===== src/rtl/mem_arbiter_pkg.sv =====
// Shared definitions for the fetch/data memory arbiter: Memory funct3 width
// selects, default bus widths, FSM state and transaction owner encodings.
package mem_arbiter_pkg;

  localparam int ADDR_LEN = 64;
  localparam int DATA_LEN = 64;

  // Memory width/sign selects (funct3 encoding)
  localparam logic [2:0] SEL_BYTE = 3'd0;
  localparam logic [2:0] SEL_HALF = 3'd1;
  localparam logic [2:0] SEL_WORD = 3'd2;
  localparam logic [2:0] SEL_DWRD = 3'd3;
  localparam logic [2:0] SEL_BYTU = 3'd4;
  localparam logic [2:0] SEL_HLFU = 3'd5;
  localparam logic [2:0] SEL_WRDU = 3'd6;

  typedef enum logic [1:0] {
    ARB_IDLE   = 2'd0,
    ARB_ACCESS = 2'd1,
    ARB_RESP   = 2'd2
  } arb_state_e;

  typedef enum logic {
    OWN_IF = 1'b0,
    OWN_D  = 1'b1
  } arb_owner_e;

endpackage


===== src/rtl/mem_arbiter_rr_arb2.sv =====
// Two-way round-robin grant: bit 0 = fetch, bit 1 = data.
// i_last = 1 means data was served last, so fetch wins a conflict.
module rr_arb2 (
  input  logic [1:0] i_req,
  input  logic       i_last,
  output logic [1:0] o_gnt
);

  // Single requester wins outright; a conflict goes to the one not served last
  always_comb begin
    o_gnt = '0;
    case (i_req)
      2'b01:   o_gnt = 2'b01;
      2'b10:   o_gnt = 2'b10;
      2'b11:   o_gnt = i_last ? 2'b01 : 2'b10;
      default: o_gnt = '0;
    endcase
  end

endmodule


===== src/rtl/mem_arbiter.sv =====
// Arbiter/sequencer between instruction fetch, the load/store unit and the
// shared Memory. One transaction in flight: accept, one ACCESS cycle driving
// Memory, then one RESP cycle pulsing the owner's rvalid.
module mem_arbiter
  import mem_arbiter_pkg::*;
#(
  parameter int ADDR_W      = ADDR_LEN,
  parameter int DATA_W      = DATA_LEN,
  parameter int FETCH_FIRST = 1
) (
  input  logic              clk,
  input  logic              rst,
  // instruction fetch
  input  logic              if_req_i,
  input  logic [ADDR_W-1:0] if_addr_i,
  output logic              if_gnt_o,
  output logic              if_rvalid_o,
  output logic [DATA_W-1:0] if_rdata_o,
  // data load/store
  input  logic              d_req_i,
  input  logic              d_we_i,
  input  logic [2:0]        d_funct3_i,
  input  logic [ADDR_W-1:0] d_addr_i,
  input  logic [DATA_W-1:0] d_wdata_i,
  output logic              d_gnt_o,
  output logic              d_rvalid_o,
  output logic [DATA_W-1:0] d_rdata_o,
  // Memory
  output logic              mem_wen_o,
  output logic [2:0]        mem_funct3_o,
  output logic [ADDR_W-1:0] mem_waddr_o,
  output logic [ADDR_W-1:0] mem_raddr_o,
  output logic [DATA_W-1:0] mem_wdata_o,
  input  logic [DATA_W-1:0] mem_rdata_i
);

  arb_state_e  r_state;
  arb_owner_e  r_owner;
  logic [ADDR_W-1:0] r_addr;
  logic [2:0]        r_funct3;
  logic              r_we;
  logic [DATA_W-1:0] r_wdata;
  logic [DATA_W-1:0] r_resp;
  logic              r_last_d;

  logic [1:0] w_gnt;
  logic       w_can_grant;
  logic       w_if_acc;
  logic       w_d_acc;
  logic       w_access;
  logic       w_resp;

  rr_arb2 u_rr_arb2 (
    .i_req  ({d_req_i, if_req_i}),
    .i_last (r_last_d),
    .o_gnt  (w_gnt)
  );

  // Grant only when the single transaction slot is free (IDLE or RESP).
  // rst gates everything so a store in ACCESS is suppressed and no
  // response escapes while reset is held.
  always_comb begin
    w_can_grant = ~rst & ((r_state == ARB_IDLE) | (r_state == ARB_RESP));
    w_access    = ~rst & (r_state == ARB_ACCESS);
    w_resp      = ~rst & (r_state == ARB_RESP);
    if_gnt_o    = w_can_grant & w_gnt[0];
    d_gnt_o     = w_can_grant & w_gnt[1];
    w_if_acc    = if_gnt_o & if_req_i;
    w_d_acc     = d_gnt_o & d_req_i;
  end

  // Response and Memory-side outputs, decoded from the registered state
  always_comb begin
    if_rvalid_o  = w_resp & (r_owner == OWN_IF);
    d_rvalid_o   = w_resp & (r_owner == OWN_D);
    if_rdata_o   = if_rvalid_o ? r_resp : '0;
    d_rdata_o    = d_rvalid_o ? r_resp : '0;
    mem_wen_o    = w_access ? ~r_we : 1'b1;
    mem_funct3_o = w_access ? r_funct3 : '0;
    mem_waddr_o  = w_access ? r_addr : '0;
    mem_raddr_o  = w_access ? r_addr : '0;
    mem_wdata_o  = w_access ? r_wdata : '0;
  end

  // Sequencer FSM: capture on accept, access Memory, present response
  always_ff @(posedge clk) begin
    if (rst) begin
      r_state  <= ARB_IDLE;
      r_owner  <= OWN_IF;
      r_addr   <= '0;
      r_funct3 <= '0;
      r_we     <= 1'b0;
      r_wdata  <= '0;
      r_resp   <= '0;
      r_last_d <= (FETCH_FIRST != 0);
    end else begin
      case (r_state)
        ARB_IDLE, ARB_RESP: begin
          if (w_if_acc | w_d_acc) begin
            r_owner  <= w_d_acc ? OWN_D : OWN_IF;
            r_addr   <= w_d_acc ? d_addr_i : if_addr_i;
            r_funct3 <= w_d_acc ? d_funct3_i : SEL_WRDU;
            r_we     <= w_d_acc & d_we_i;
            r_wdata  <= w_d_acc ? d_wdata_i : '0;
            r_last_d <= w_d_acc;
            r_state  <= ARB_ACCESS;
          end else begin
            r_state  <= ARB_IDLE;
          end
        end
        ARB_ACCESS: begin
          r_resp  <= r_we ? '0 : mem_rdata_i;
          r_state <= ARB_RESP;
        end
        default: r_state <= ARB_IDLE;
      endcase
    end
  end

endmodule


===== config.mk =====
export PLATFORM = sky130hd
export DESIGN_NAME = mem_arbiter
export DESIGN_NICKNAME = d
export VERILOG_FILES = /design/src/rtl/mem_arbiter_pkg.sv /design/src/rtl/mem_arbiter_rr_arb2.sv /design/src/rtl/mem_arbiter.sv
export SDC_FILE = /design/constraint.sdc
export NUM_CORES = 1
export LEC_CHECK = 0
export BUFFER_PORTS_ARGS = -buffer_cell sky130_fd_sc_hd__buf_2
export CORE_AREA = 2 2 227 229
export DETAILED_ROUTE_END_ITERATION = 12
export DIE_AREA = 0 0 229 231
export PLACE_DENSITY = 0.43
export SETUP_SLACK_MARGIN = 0.2
export SLEW_MARGIN = 0
export SYNTH_ARGS = -nofsm -noshare
export SYNTH_HDL_FRONTEND = slang
export SYNTH_SLANG_ARGS = --single-unit
export TNS_END_PERCENT = 10

===== constraint.sdc =====
create_clock -name clk -period 1.85 [get_ports clk]
set_input_delay 0.185 -clock clk [delete_from_list [all_inputs] [get_ports clk]]
set_output_delay 0.185 -clock clk [all_outputs]
set_load 0.02 [all_outputs]

# Word-level counts from Yosys, hierarchy flattened
# Index checks and enable logic that the tools add are counted.
[word_totals]
reg_bits = 200
latch_bits = 0
output_inout_bits = 328
mem_count = 0
wordCells = 46
inputBits = 264
ram_bits = 0
romBits = 0
[op_classes]
magnitude_cmp = 0
reduce_logical = 3
mux = 15
n_addsub = 0
n_eq_ne = 5
multipliers = 0
bitwise_logic = 15
div = 0
shift = 0
[ops]
columns = ["cell", "count"]
rows = [
  ["$mux 64", 7],
  ["$and 1x1->1", 10],
  ["$eq 2x2->1 const B", 3],
  ["$mux 3", 2],
  ["$pmux 2 s3", 1],
  ["$eq 2x1->1 const B", 2],
  ["$pmux 2 s2", 1],
  ["$mux 1", 3],
  ["$not 1->1", 3],
  ["$logic_not 2->1", 1],
  ["$mux 2", 1],
  ["$or 1x1->1", 2],
  ["$reduce_and 2->1", 1],
  ["$reduce_or 2->1", 1],
]

# Logic depth before layout (Yosys ltp)
[logic_depth]
ltp_word = 8
depth_mapped = 7
ltp_nobuf = 3

# Modules after synthesis
# A second synthesis with hierarchy kept.
[hier_totals]
hier_cells = 888
area_unflattened_um2 = 9031.2
[by_module_without_submodules]
columns = ["module", "cells_per_inst", "seq_area_each_um2", "area_each_um2", "n_inst"]
rows = [
  ["mem_arbiter", 885, 4003.8, 9012.4, 1],
  ["rr_arb2", 3, 0.0, 18.8, 1],
]

# Worst setup path before layout
# No wires, ideal clock.
[synth_path]
kind = "reg2out"
startpoint = "reg r_state[0]"
endpoint = "out mem_waddr_o[48]"
t_required_ps = 1665
setup_slack_ps = 95
n_path_buf = 4
path_stages_with_launch = 7
t_arrival_ps = 1570
path_cell_list = "dfxtp_1 buf_4 nor3b_4 buf_2 clkbuf_1 and2_1 buf_4"
[synth_between]
elab_chain_len = 3
[synth_rtl]
columns = ["item", "line_no", "text"]
rows = [
  ["from (decl)", "mem_arbiter.sv:37", "arb_state_e r_state;"],
  ["from (signal assigned)", "mem_arbiter.sv:88", "r_state <= ARB_IDLE;"],
  ["from (signal assigned)", "mem_arbiter.sv:106", "r_state <= ARB_ACCESS;"],
  ["from (signal assigned)", "mem_arbiter.sv:108", "r_state <= ARB_IDLE;"],
  ["$eq 2x1->1", "mem_arbiter.sv:64", "w_access = ~rst & (r_state == ARB_ACCESS);"],
  ["$and 1x1->1", "mem_arbiter.sv:64", ""],
  ["$mux 64", "n/a", ""],
  ["to (decl)", "mem_arbiter.sv:31", "output logic [ADDR_W-1:0] mem_waddr_o,"],
]
# Every way passes these cells.

# Worst setup path after layout
[layout_path]
startpoint = "reg r_state[0]"
endpoint = "out mem_wdata_o[34]"
[layout_between]
elab_chain_len = 3
[layout_rtl]
columns = ["item", "line_no", "text"]
rows = [
  ["$eq 2x1->1", "mem_arbiter.sv:64", ""],
  ["$and 1x1->1", "mem_arbiter.sv:64", ""],
  ["$mux 64", "mem_arbiter.sv:82", "mem_wdata_o = w_access ? r_wdata : '0;"],
  ["to (decl)", "mem_arbiter.sv:33", "output logic [DATA_W-1:0] mem_wdata_o,"],
]
# Every way passes these cells.

==> results.py <==
metrics = {
    "status": {
        "run_status": "finished, violations left",
        "violations": "setup timing",
    },
    "critical_path": {
        "arrival_ps": 1950,
        "end_kind": "primary output",
        "cp_max_fo": 12,
        "startpoint_type": "register",
        "cp.required_ps": 1660,
        "crit_type": "reg2out",
    },
    "timing": {
        "max_freq_ghz": 0.467,
        "setup_viol": 328,
        "min_period_over_period_pct": 116,
        "layout_min_cycle_time_ps": 2140,
        "skew_ps": 10.7,
        "worst_pin_slew_ps": 872,
        "max_slew_margin_pct": 41.9,
        "rsz0062_at_grt": "true",
        "hold_viol": 0,
        "slew_violations": 0,
        "worst_slack_ps": -290,
        "hold_ws_ps": 68.8,
    },
    "route": {
        "drc_errors": 0,
        "via_per_inst": 4.58,
        "drtIter0Drc": 742,
        "routedWlPerCell_um": 18.4,
        "vias": 12021,
        "routed_wl_mm": 48.4,
        "ant_nets": 0,
        "drt-pass1-iter-count": 7,
    },
    "clock_network": {
        "insertion_delay_ps": 490,
        "cts_tree": "built",
        "clkTransAtPathRegs_ps": 90,
        "clockRootBuffer": "clkbuf_16",
        "cts_made_buffers": 17,
        "cts-htree-levels": 4,
        "clockBufferDepth": 2,
        "cts.sinks": 200,
    },
    "run": {
        "maxCapViolations": 0,
    },
    "finish": {
        "num-fill-cells": 5156,
        "postLayoutCoreUtil_pct": 36.6,
        "final_net_count": 2193,
        "area_growth_pct": 86.5,
        "seq_area_um2": 4010,
        "drive_above_1_share_pct": 42.8,
        "multi_input_area_um2": 5250,
    },
    "power": {
        "pwr-share-comb_pct": 20.6,
        "powerDensity_nw_per_um2": 593,
        "clock_power_share_pct": 36.1,
        "swShare_pct": 30.3,
        "finalPower_mw": 11.0,
        "p_seq_share_pct": 43.3,
        "switching_power_mw": 3.33,
        "power.internal_mw": 7.66,
        "cellLeakagePower_nw": 8.02,
        "ir_drop_mv": 0.574,
    },
    "grt": {
        "overflow": 0,
        "antenna_found_initial": 1,
        "grt_max_degree": 70,
        "grt_pass1_vias": 11937,
        "grtUsageTotal_pct": 17.3,
        "grt_first_pass_wirelength_mm": 71.1,
    },
    "yosys": {
        "synth_edf_count": 0,
        "ys.flop_type": "dfxtp_1",
        "yosys_warnings": 0,
        "synthTopCellsByArea": "dfxtp_1 (40%), and2_1 (16%), a21oi_1 (6.6%)",
        "synthesis.area_um2": 9930,
        "synth.top_cell.area_share_pct": 40.3,
        "synth-seq-area-share_pct": 40.3,
        "synth_cell_type_count": 28,
        "ys_ff_latch": 200,
        "synth_area_per_cell_um2": 8.27,
        "async_flop_share_pct": 0,
        "syn_nets": 1465,
        "synthCells": 1201,
        "synth_top_area_cell": "dfxtp_1",
    },
    "floorplan": {
        "rows": 83,
        "start_util_pct": 19.6,
        "io_pins": 592,
        "coreArea_um2": 50700,
        "die_w_um": 229,
        "fp.dieArea_um2": 52900,
        "die_y_um": 231,
    },
    "place": {
        "place_congestion": 0.823,
        "hpwl_mm": 30.4,
        "portBuffers": 591,
    },
    "min_path": {
        "holdCritPathClass": "in2reg",
    },
}
==> logic make-up (layout without fill, tap and decap cells) <==
| logic type | count (synthesis) | in the layout | share of synthesized area (%) |
|---|---|---|---|
| DFF | 200 | 200 | 40.3 |
| and+or+nand+nor | 403 | 403 | 23.7 |
| buffers and inverters | 202 | 943 | 10.8 |
| AOI/OAI and AO/OA | 396 | 396 | 25.1 |
| other | 0 | 1 | 0 |
==> worst max-delay path: stages (launching register included) <==
cell       delay, ps
dfxtp_2          360
buf_6            130
nor3b_4          200
buf_6            150
buf_12           160
clkbuf_16        170
and2_1           150
buf_6            120
==> through the flow <==
stage	cells	setup slack [ps]	setup TNS [ps]	cell area [um2]
final	2623	-290	-66730	18500
after global routing	2623	-401	-104280	18500
after CTS	2618	-372	-92690	17900
after detailed placement	2317	10.3	0	13300
after global placement	2317	-5.41	-7.86	13300
after floorplan	1201	164	0	9950
==> path summary, 6_finish.rpt <==
kind,start,to,slack (ps),cells past startpoint
setup / recovery,r_state[0]$_SDFF_PP0_,mem_wdata_o[34],-290,7
hold / removal,if_addr_i[29],r_addr[29]$_SDFFE_PP0P_,70,3
setup reg to reg,r_last_d$_SDFFE_PP1P_,r_addr[54]$_SDFFE_PP0P_,70,4
hold reg to reg,r_wdata[63]$_SDFFE_PP0P_,r_wdata[63]$_SDFFE_PP0P_,480,2
==> power groups by stage <==
stage	Sequential (mW)	Clock, mW	Combinational (mW)
global route	4.78	4.30	2.44
detailed placement	4.83	0	1.64
global placement	4.83	0	1.63
floorplan	4.75	0	0.927
CTS	4.74	4.17	2.20
finish	4.75	3.97	2.27
==> cell usage in the layout, fill, tap and decap left out, types with 4 or more instances in the layout <==
cell	count
a21oi_1	130
a22o_1	64
a311oi_1	64
and2_1	125
and2_2	14
and2_4	120
buf_12	22
buf_16	7
buf_2	322
buf_4	114
buf_6	175
clkbuf_16	20
dfxtp_1	198
dlygate4sd3_1	259
inv_6	6
inv_8	4
nand3_1	130
o21ai_0	124
o21ai_1	8
==> cell usage after synthesis, types with 3 or more instances <==
cell type  instances
inv_1              4
a21oi_1          131
buf_2             28
clkbuf_1          93
and2_1           259
a311oi_1          64
nand2_1            3
buf_4             74
o21ai_0          124
nand3_1          130
dfxtp_1          200
o21ai_1            8
a22o_1            64
==> cell type report <==
class / count / share of cell area [%]
flip-flops and latches: 200 / 21.6
clock inverters: 15 / 0.939
inverters: 5 / 0.128
well taps: 680 / 4.59
multi-input cells: 799 / 28.3
clock buffers: 17 / 2.30
repair buffers: 906 / 42.1
diodes: 1 / 0.0135
==> routing by layer <==
metal  track usage (%)  part of all wire (%)
met1              21.1                    41
met2              28.9                    50
met3              4.63                   6.9
met4              6.53                   2.4
met5                 0                     0
==> repair_timing <==
item,CTS,global route
resized for setup,390,200
setup endpoints to repair,463,509
hold endpoints to repair,196,0
pin swaps,22,112
cloned,5,4
hold buffers,259,0
buffers inserted,5,0
==> sequential cells by signal (all words and copies together), names as in the netlist <==
| register | cells |
|---|---|
| r_state | 2 |
| r_wdata | 64 |
| r_resp | 64 |
| r_funct3 | 3 |
| r_last_d | 1 |
| r_addr | 64 |
| r_we | 1 |
| r_owner | 1 |
No activity file was read; power rests on OpenSTA's default activity.
